===== src/rtl/axis_chk_pkg.sv =====
// Shared constants for the AXI4-Stream generator/checker pair: error bit
// positions, FSM encodings and the backpressure LFSR tap mask.
package axis_chk_pkg;

  localparam int ERR_DATA = 0;
  localparam int ERR_LEN  = 1;
  localparam int ERR_STRB = 2;
  localparam int ERR_ID   = 3;
  localparam int ERR_DEST = 4;
  localparam int ERR_W    = 5;

  localparam logic [0:0] ST_IDLE = 1'b0;
  localparam logic [0:0] ST_RX   = 1'b1;

  // Right-shifting Fibonacci form of x^16+x^14+x^13+x^11: feedback from bits 0,2,3,5
  localparam logic [15:0] LFSR_TAPS = 16'h002D;

endpackage


===== src/rtl/axis_lfsr16.sv =====
// 16-bit Fibonacci LFSR with load-on-reset seed and a step enable.
module axis_lfsr16
  import axis_chk_pkg::*;
(
  input  logic        i_clk,
  input  logic        i_rst,
  input  logic        i_en,
  input  logic [15:0] i_seed,
  output logic [15:0] o_state
);

  logic [15:0] r_state;
  logic        w_fb;

  assign w_fb    = ^(r_state & LFSR_TAPS);
  assign o_state = r_state;

  always_ff @(posedge i_clk) begin
    if (i_rst)     r_state <= i_seed;
    else if (i_en) r_state <= {w_fb, r_state[15:1]};
  end

endmodule


===== config.mk =====
export PLATFORM = sky130hd
export DESIGN_NAME = axis_lfsr16
export DESIGN_NICKNAME = d
export VERILOG_FILES = /design/src/rtl/axis_chk_pkg.sv /design/src/rtl/axis_lfsr16.sv
export SDC_FILE = /design/constraint.sdc
export NUM_CORES = 1
export LEC_CHECK = 0
export CORE_ASPECT_RATIO = 0.6
export CORE_MARGIN = 1.5
export CORE_UTILIZATION = 28
export CTS_CLUSTER_SIZE = 20
export DETAILED_ROUTE_END_ITERATION = 12
export SLEW_MARGIN = 0
export SYNTH_ARGS = -nofsm -noshare
export SYNTH_HDL_FRONTEND = slang
export SYNTH_SLANG_ARGS = --single-unit

===== constraint.sdc =====
create_clock -name i_clk -period 1.43 [get_ports i_clk]
set_input_delay 0.286 -clock i_clk [delete_from_list [all_inputs] [get_ports i_clk]]
set_output_delay 0.286 -clock i_clk [all_outputs]
set_load 0.02 [all_outputs]

# Word level (Yosys, flattened, before mapping)
# Index checks and enable logic that the tools add are counted.
# Widths: inputs -> output; s select.
# classes
n_reduce_logical,2
n_mul,0
n_lt_le_gt_ge,0
eq_ne,0
bitwise_logic,0
div,0
n_addsub,0
shifts,0
muxes,2
# op_table
cell,count
$mux 16,2
$reduce_xor 16->1,1
$reduce_bool 2->1,1
# word_totals
ram_bits,0
latch_bits,0
out_inout_bits,16
register_bits,16
romBits,0
mem_count,0

# Depth between registers and ports, before layout
# Gate-level depths: netlist (run 1).
# logic_depth
word_depth,3
ltp_mapped,4
ltp_nobuf,3

# Worst setup path before layout (run 1)
# Ideal clock, no wire load.
# synth_path
kind,input to register
from,input i_rst
to,"register r_state[0] (netlist: o_state[0]), enable pin"
path_buffers,2
required_ps,1057
setup_slack_ps,104
t_arrival_ps,953
path_stages,3
setup_ps,373
cell_sequence,buf_6 -> buf_12 -> or2_1
# synth_between
elab_chain_cells,1
# synth_lines
element,line,source
from (decl),axis_lfsr16.sv:6,"input logic i_rst,"
$reduce_bool 2->1 (no source line),--,
to (signal assigned),axis_lfsr16.sv:19,if (i_rst) r_state <= i_seed;
to (signal assigned),axis_lfsr16.sv:20,"else if (i_en) r_state <= {w_fb, r_state[15:1]};"
to (decl),axis_lfsr16.sv:12,logic [15:0] r_state;
# No other way between the ends.
# A chain may end at the register's enable or synchronous reset.

# Final worst setup path (run 1)
# layout_path
from,input i_rst
to,register r_state[0] (netlist: o_state[0]) (data pin)
# layout_between
elab_chain_cells,1
# layout_lines
element,line
$mux 16,axis_lfsr16.sv:19
# No other way between the ends.

==> results.json, run 1 <==
{
  "layout_min_cycle_time_ns": 1.34,
  "critPathMaxStageDelay_ns": 0.49,
  "drt_antenna_net_count": 0,
  "worstSetupEndpointType": "flop",
  "area_of_the_multi_input_gates_um2": 236,
  "fin_worst_hold_slack_ns": 0.572,
  "synth_seq_cells": 16,
  "postRouteWirelength_um": 1420,
  "largest_register_ff_count": 16,
  "crit_path_top_delay_cell": "clkdlybuf4s50_1",
  "number_of_top_level_design_ports": 35,
  "routedWlPerCell_um": 12.6,
  "dieWidth_um": 69.7,
  "die_area_um2": 3000,
  "post-place-ws_ns": -0.170,
  "relSlewSlack_pct": 84.5,
  "finalSetupViolCount": 0,
  "syn_nets": 58,
  "dpl.hpwl_um": 1140,
  "numClockSinks": 16,
  "p_leak_nw": 0.470,
  "timing.hold.worst.class": "reg -> reg",
  "timing.clock.skew_ns": 0.00602,
  "path_class": "in -> reg",
  "cts.reportedPaths.clkPinSlew_ns": 0.06,
  "synth_flop_cell": "edfxtp_1",
  "synth_top_cells_by_area": "edfxtp_1, mux2_4, mux2_2, xnor2_1, buf_12",
  "synth_warnings": 0,
  "cts_max_level": 1,
  "transition_time_at_the_pin_with_the_least_slew_margin_ns": 0.233,
  "core_region_area_um2": 2520,
  "postCtsSetupBuffers": 0,
  "cts_inserted_buffers": 3,
  "flow.area_growth_from_synthesis_pct": 56.0,
  "crit-reg2reg-launch": "o_state[5]",
  "remaining_drc_errors": 0,
  "grt_first_pass_wirelength_um": 2340,
  "final_net_count": 101,
  "final_hold_viol_count": 0,
  "die_h_um": 43.0,
  "synth_largest_type_area_fraction_pct": 64.2,
  "tritoncts": "done",
  "detail_route.vias_per_cell": 4.10,
  "drtPass1Iterations": 4,
  "max_cap_violations": 0,
  "n_fill_cell": 232,
  "period_share_pct": 93.5,
  "critical_path.startpoint_type": "input pin",
  "synthesis.area_per_instance_um2": 19.2,
  "synth_enable_flop_cells": 16,
  "netlist_instances": 39,
  "worstPathMaxFanout": 11,
  "drt_first_iter_violations": 27,
  "yosys.area.top_type": "edfxtp_1",
  "worstPathRequired_ns": 1.42,
  "floorplan.rows": 14,
  "seqCellArea_um2": 480,
  "timing.critical_path.arrival_ns": 1.33,
  "clock-root-buffer": "clkbuf_8",
  "holdBufCountCts": 0,
  "overflow": 0,
  "timing.critical_path.buf_inv": 2,
  "timing.critical_path.from": "i_rst",
  "antenna_found_initial": 0,
  "slew_violations": 0,
  "insertedDiodeCount": 0,
  "worst_skew_pair.late_latency_ns": 0.25,
  "gp_routability_congestion": 0.621,
  "synth_commonest_cells": "edfxtp_1, mux2_2, mux2_4",
  "via_count_of_the_first_global_routing_pass": 470,
  "synth_seq_area_share_pct": 64.2,
  "synth_area_um2": 748,
  "io_buffer_count": 34,
  "synth_async_sr_flop_share_pct": 0,
  "worst_path_dominant_cell_family": "buffers and inverters",
  "synth_cell_type_count": 9,
  "final_layout_size_suffix_gt1_share_pct": 29.6,
  "finalWorstSetupSlack_ns": 0.0923,
  "outcome": "complete, no violations",
  "timing.critical_path.cells": "clkdlybuf4s50_1 -> buf_4 -> mux2_2",
  "synthMostInstantiatedCell": "edfxtp_1",
  "unrepaired_setup_endpoints_after_global_routing": "no",
  "power.density_cell_area_nw_per_um2": 1070,
  "hold_path_startpoint": "o_state[9]",
  "initial_utilization_pct": 29.7,
  "vdd.ir_drop.worst_v": 0.000551,
  "cts-root-to-sink-buffers": 2,
  "via_count": 463,
  "max_freq_mhz": 748,
  "grt_start_max_net_pins": 12,
  "globalRouteTotalUtil_pct": 10.8
}
[timing repair]
item / in CTS / in global routing
hold endpoints to repair: 0 / 0
endpoints found under the setup margin: 16 / 0
gates resized for setup: 16 / 0
[kinds of logic (layout without fill, tap and decap cells)]
kind of cell,count (synthesis),after routing,synth area share [%]
simple gates,2,2,1.34
compound gates,1,1,0.668
mux,15,15,26.1
flops,16,16,64.2
xor+xnor,3,3,3.51
buf+inv,2,44,4.18
[per-stage QoR]
stage	instance area [um^2]	power (mW)	utilization, %	setup TNS, ns	cells
3_3_place_gp	1140	0.970	45.3	-3.86	109
5_1_grt	1170	1.32	46.3	0	113
2_1_floorplan	748	0.795	-	0	39
4_1_cts	1170	1.27	46.3	0	113
6_report	1170	1.25	46.3	0	113
3_5_place_dp	1140	0.969	45.3	-4.35	109
[power breakdown]
group	internal, mW	switching [mW]	leakage (nW)
Clock	0.190	0.143	0.0231
Sequential	0.585	0.0309	0.163
Combinational	0.169	0.133	0.284
[layer usage]
layer | track usage, % | part of all wire [%]
met4 | 2.31 | 0
met5 | 0 | 0
met1 | 15.7 | 51
met3 | 7.36 | 13
met2 | 12.7 | 36
[cell type report]
| class | count | share of cell area [%] |
|---|---|---|
| flip-flops and latches | 16 | 41.2 |
| clock buffers | 3 | 3.54 |
| multi-input cells | 21 | 20.3 |
| well taps | 32 | 3.43 |
| clock inverters | 1 | 0.322 |
| repair buffers | 40 | 31.3 |
[worst paths after layout]
check / end / slack [ns] / depth (start not counted)
worst max register to register: o_state[15] / 0.26 / 4
worst min-delay path: o_state[8] / 0.57 / 1
worst min register to register: o_state[8] / 0.57 / 1
worst max-delay path: o_state[0] / 0.09 / 3
[layout by cell type, fill, tap and decap left out, drive strengths merged]
master / synthesis / routed
clkbuf: 0 / 3
dlygate4sd2: 0 / 16
clkdlybuf4s50: 0 / 18
nand2: 1 / 1
or2: 1 / 1
buf: 2 / 6
clkinv: 0 / 1
o21ai: 1 / 1
edfxtp: 16 / 16
mux2: 15 / 15
xnor2: 3 / 3
[worst register-to-register path: cells and delay by family (launching register included)]
kind / cells / cell delay [ns]
AOI/OAI and AO/OA: 1 / 0.08
xor gates and xnor gates: 2 / 0.31
buffers and inverters: 1 / 0.15
DFF: 1 / 0.39
No activity file was read; power rests on OpenSTA's default activity.
==> inputs of run 2 (changes only) <==
Settings changed: SETUP_SLACK_MARGIN from default to 0.05.
==> results of run 2 <==
No change in the layout: final DEF, timing and power equal those of run 1.
==> inputs of run 3 (changes only) <==
Settings changed: ABC_AREA from default to 1.
==> run 3 against run 2 <==
  * Routed wire length up 23%
  * Global-route usage up 1.6 points
  * Synthesized cell count up 110%
  * Cell count up 37%
  * Hold slack worse by 0.036 ns
  * Die area up 1.4%
  * Core utilization up 0.67 points
  * Sequential share of layout area down 0.86 points
==> results.json, run 3 <==
{
  "final_net_count": 143,
  "p_sw_share_pct": 26.2,
  "relSlewSlack_pct": 84.6,
  "synth_xor_xnor_area_share_pct": 1.15,
  "synth_area_um2": 759,
  "outcome": "complete, no violations",
  "combinationalPowerShare_pct": 23.5,
  "cts.reportedPaths.clkPinSlew_ns": 0.06,
  "synth-simple-area-share_pct": 26.2,
  "detail_route.vias_per_cell": 4.21,
  "layout_min_cycle_time_ns": 1.33,
  "power_report.internal_total_mw": 0.906,
  "flow.area_growth_from_synthesis_pct": 57.0,
  "path_class": "reg -> out",
  "number_of_top_level_design_ports": 35,
  "power.sequential.fraction_pct": 49.8,
  "worst_skew_pair.late_latency_ns": 0.24,
  "area_of_the_multi_input_gates_um2": 223,
  "tritoncts": "done",
  "crit_path_top_delay_cell": "edfxtp_1",
  "grt_first_pass_wirelength_um": 2840,
  "insertedDiodeCount": 0,
  "mostFrequentLayoutCell": "nand2_1",
  "max_freq_mhz": 755,
  "routedWlPerCell_um": 11.3,
  "largest_register_ff_count": 16,
  "synth_commonest_cells": "nand2_1, edfxtp_1, inv_1",
  "dieWidth_um": 70.2,
  "worstPathMaxFanout": 4,
  "timing.clock.skew_ns": 0.00537,
  "layout.cells.most_common_list": "nand2_1, clkdlybuf4s50_1, edfxtp_1, dlygate4sd2_1, inv_1",
  "cts_max_level": 1,
  "synth_flop_cell": "edfxtp_1",
  "globalRouteTotalUtil_pct": 12.4,
  "unrepaired_setup_endpoints_after_global_routing": "no",
  "critical_path.startpoint_type": "flop",
  "worstSetupEndpointType": "output port",
  "worst_path_dominant_cell_family": "flip-flops",
  "syn_nets": 101,
  "grt_start_max_net_pins": 20,
  "floorplan.rows": 14,
  "die_area_um2": 3040,
  "final_layout_size_suffix_gt1_share_pct": 8.13,
  "postRouteWirelength_um": 1750,
  "fin_setup_tns_ns": 0,
  "timing.critical_path.cells": "dlygate4sd2_1",
  "synth_seq_area_share_pct": 63.3,
  "overflow": 0,
  "synth_async_sr_flop_share_pct": 0,
  "antenna_found_initial": 0,
  "io_buffer_count": 34,
  "worstPathRequired_ns": 1.14,
  "clock-root-buffer": "clkbuf_8",
  "power.switching_mw": 0.321,
  "vdd.ir_drop.worst_v": 0.000371,
  "timing.critical_path.buf_inv": 1,
  "p_leak_nw": 0.570,
  "die_h_um": 43.3,
  "timing.critical_path.arrival_ns": 1.04,
  "n_fill_cell": 242,
  "yosys.area.top_type": "edfxtp_1",
  "synth_warnings": 0,
  "slew_violations": 0,
  "synth_seq_cells": 16,
  "transition_time_at_the_pin_with_the_least_slew_margin_ns": 0.232,
  "remaining_drc_errors": 0,
  "seqCellArea_um2": 480,
  "timing.hold.worst.class": "reg -> reg",
  "synthesis.area_per_instance_um2": 9.26,
  "synth_adder_area_share_pct": 0,
  "critPathMaxStageDelay_ns": 0.45,
  "synthMostInstantiatedCell": "nand2_1",
  "synth_top_cells_by_area": "edfxtp_1, nand2_1, buf_6, inv_1, o21ai_0",
  "initial_utilization_pct": 29.9,
  "power_frac_clock_pct": 26.8,
  "netlist_instances": 82,
  "gp_routability_congestion": 0.697,
  "final_hold_viol_count": 0,
  "dpl.hpwl_um": 1330,
  "cts-root-to-sink-buffers": 2,
  "drt_first_iter_violations": 44,
  "power.density_cell_area_nw_per_um2": 1030,
  "max_cap_violations": 0,
  "period_share_pct": 92.7,
  "total_power_mw": 1.23,
  "numClockSinks": 16,
  "synth-compound-area-share_pct": 1.98,
  "synth.mux.area_fraction_pct": 0,
  "core_region_area_um2": 2540,
  "cts_inserted_buffers": 3,
  "via_count": 653,
  "dominant_combinational_cell_family_by_area_after_synthesis": "simple AND/OR/NAND/NOR gates",
  "synth_cell_type_count": 11,
  "synth_largest_type_area_fraction_pct": 63.3,
  "via_count_of_the_first_global_routing_pass": 604,
  "drt_antenna_net_count": 0,
  "synth_enable_flop_cells": 16,
  "finalSetupViolCount": 0,
  "drtPass1Iterations": 4
}
-- run 3: cell types whose count changed after synthesis, moves of 2 or more --
cell,previous run,this run
o21ai_0,1,3
mux2_2,8,0
nor2_1,0,2
inv_1,0,6
nand2_1,1,48
xnor2_1,3,1
mux2_4,7,0
-- run 3: repair_timing --
item / 4_1_cts / 5_1_grt
endpoints found under the setup margin: 16 / 1
hold buffers: 0 / 0
gates resized for setup: 16 / 0
cloned: 0 / 0
setup buffers: 0 / 2
-- run 3: kinds of logic after synthesis --
kind of cell / count (synthesis)
compound gates: 3
xor+xnor: 1
buf+inv: 10
flops: 16
simple gates: 52
-- run 3: per-layer routing --
metal	vias to the layer above	track usage (%)	wire length [um]
met1	278	18.8	833
met3	2	6.28	206
met4	0	2.31	6
met2	35	15.7	706
met5	-	0	0
li1	338	-	-
-- run 3: final cells by class --
| class | instances | share of cell area [%] |
|---|---|---|
| tap | 32 | 3.36 |
| multi-input combinational | 56 | 18.7 |
| clock buffer | 3 | 3.46 |
| sequential | 16 | 40.3 |
| timing repair buffer | 40 | 31.7 |
| clock inverter | 1 | 0.315 |
| inverter | 7 | 2.20 |
-- run 3: metrics by stage --
step           cells  hold slack (ns)  utilization (%)  cell area, um^2  setup WS [ns]
3_5_place_dp     149            0.525             45.4             1150        -0.0131
4_1_cts          153            0.538             46.4             1180         0.0805
5_1_grt          155            0.564             46.9             1190         0.0591
6_report         155            0.536             46.9             1190          0.105
2_1_floorplan     82            0.467                -              759          0.259
3_3_place_gp     149            0.524             45.4             1150       0.000924
-- run 3: power groups by stage --
stage | logic (mW) | registers [mW] | clock network, mW
final | 0.288 | 0.611 | 0.328
after global routing | 0.315 | 0.618 | 0.370
after CTS | 0.283 | 0.612 | 0.340
after detailed placement | 0.317 | 0.621 | 0
after global placement | 0.310 | 0.622 | 0
after floorplan | 0.0830 | 0.679 | 0
-- run 3: final timing paths --
kind	cells past startpoint	startpoint	slack [ns]	endpoint
hold / removal	2	o_state[10]	0.54	o_state[9]
setup reg to reg	7	o_state[5]	0.26	o_state[15]
hold reg to reg	2	o_state[10]	0.54	o_state[9]
setup / recovery	1	o_state[2]	0.10	o_state[2]
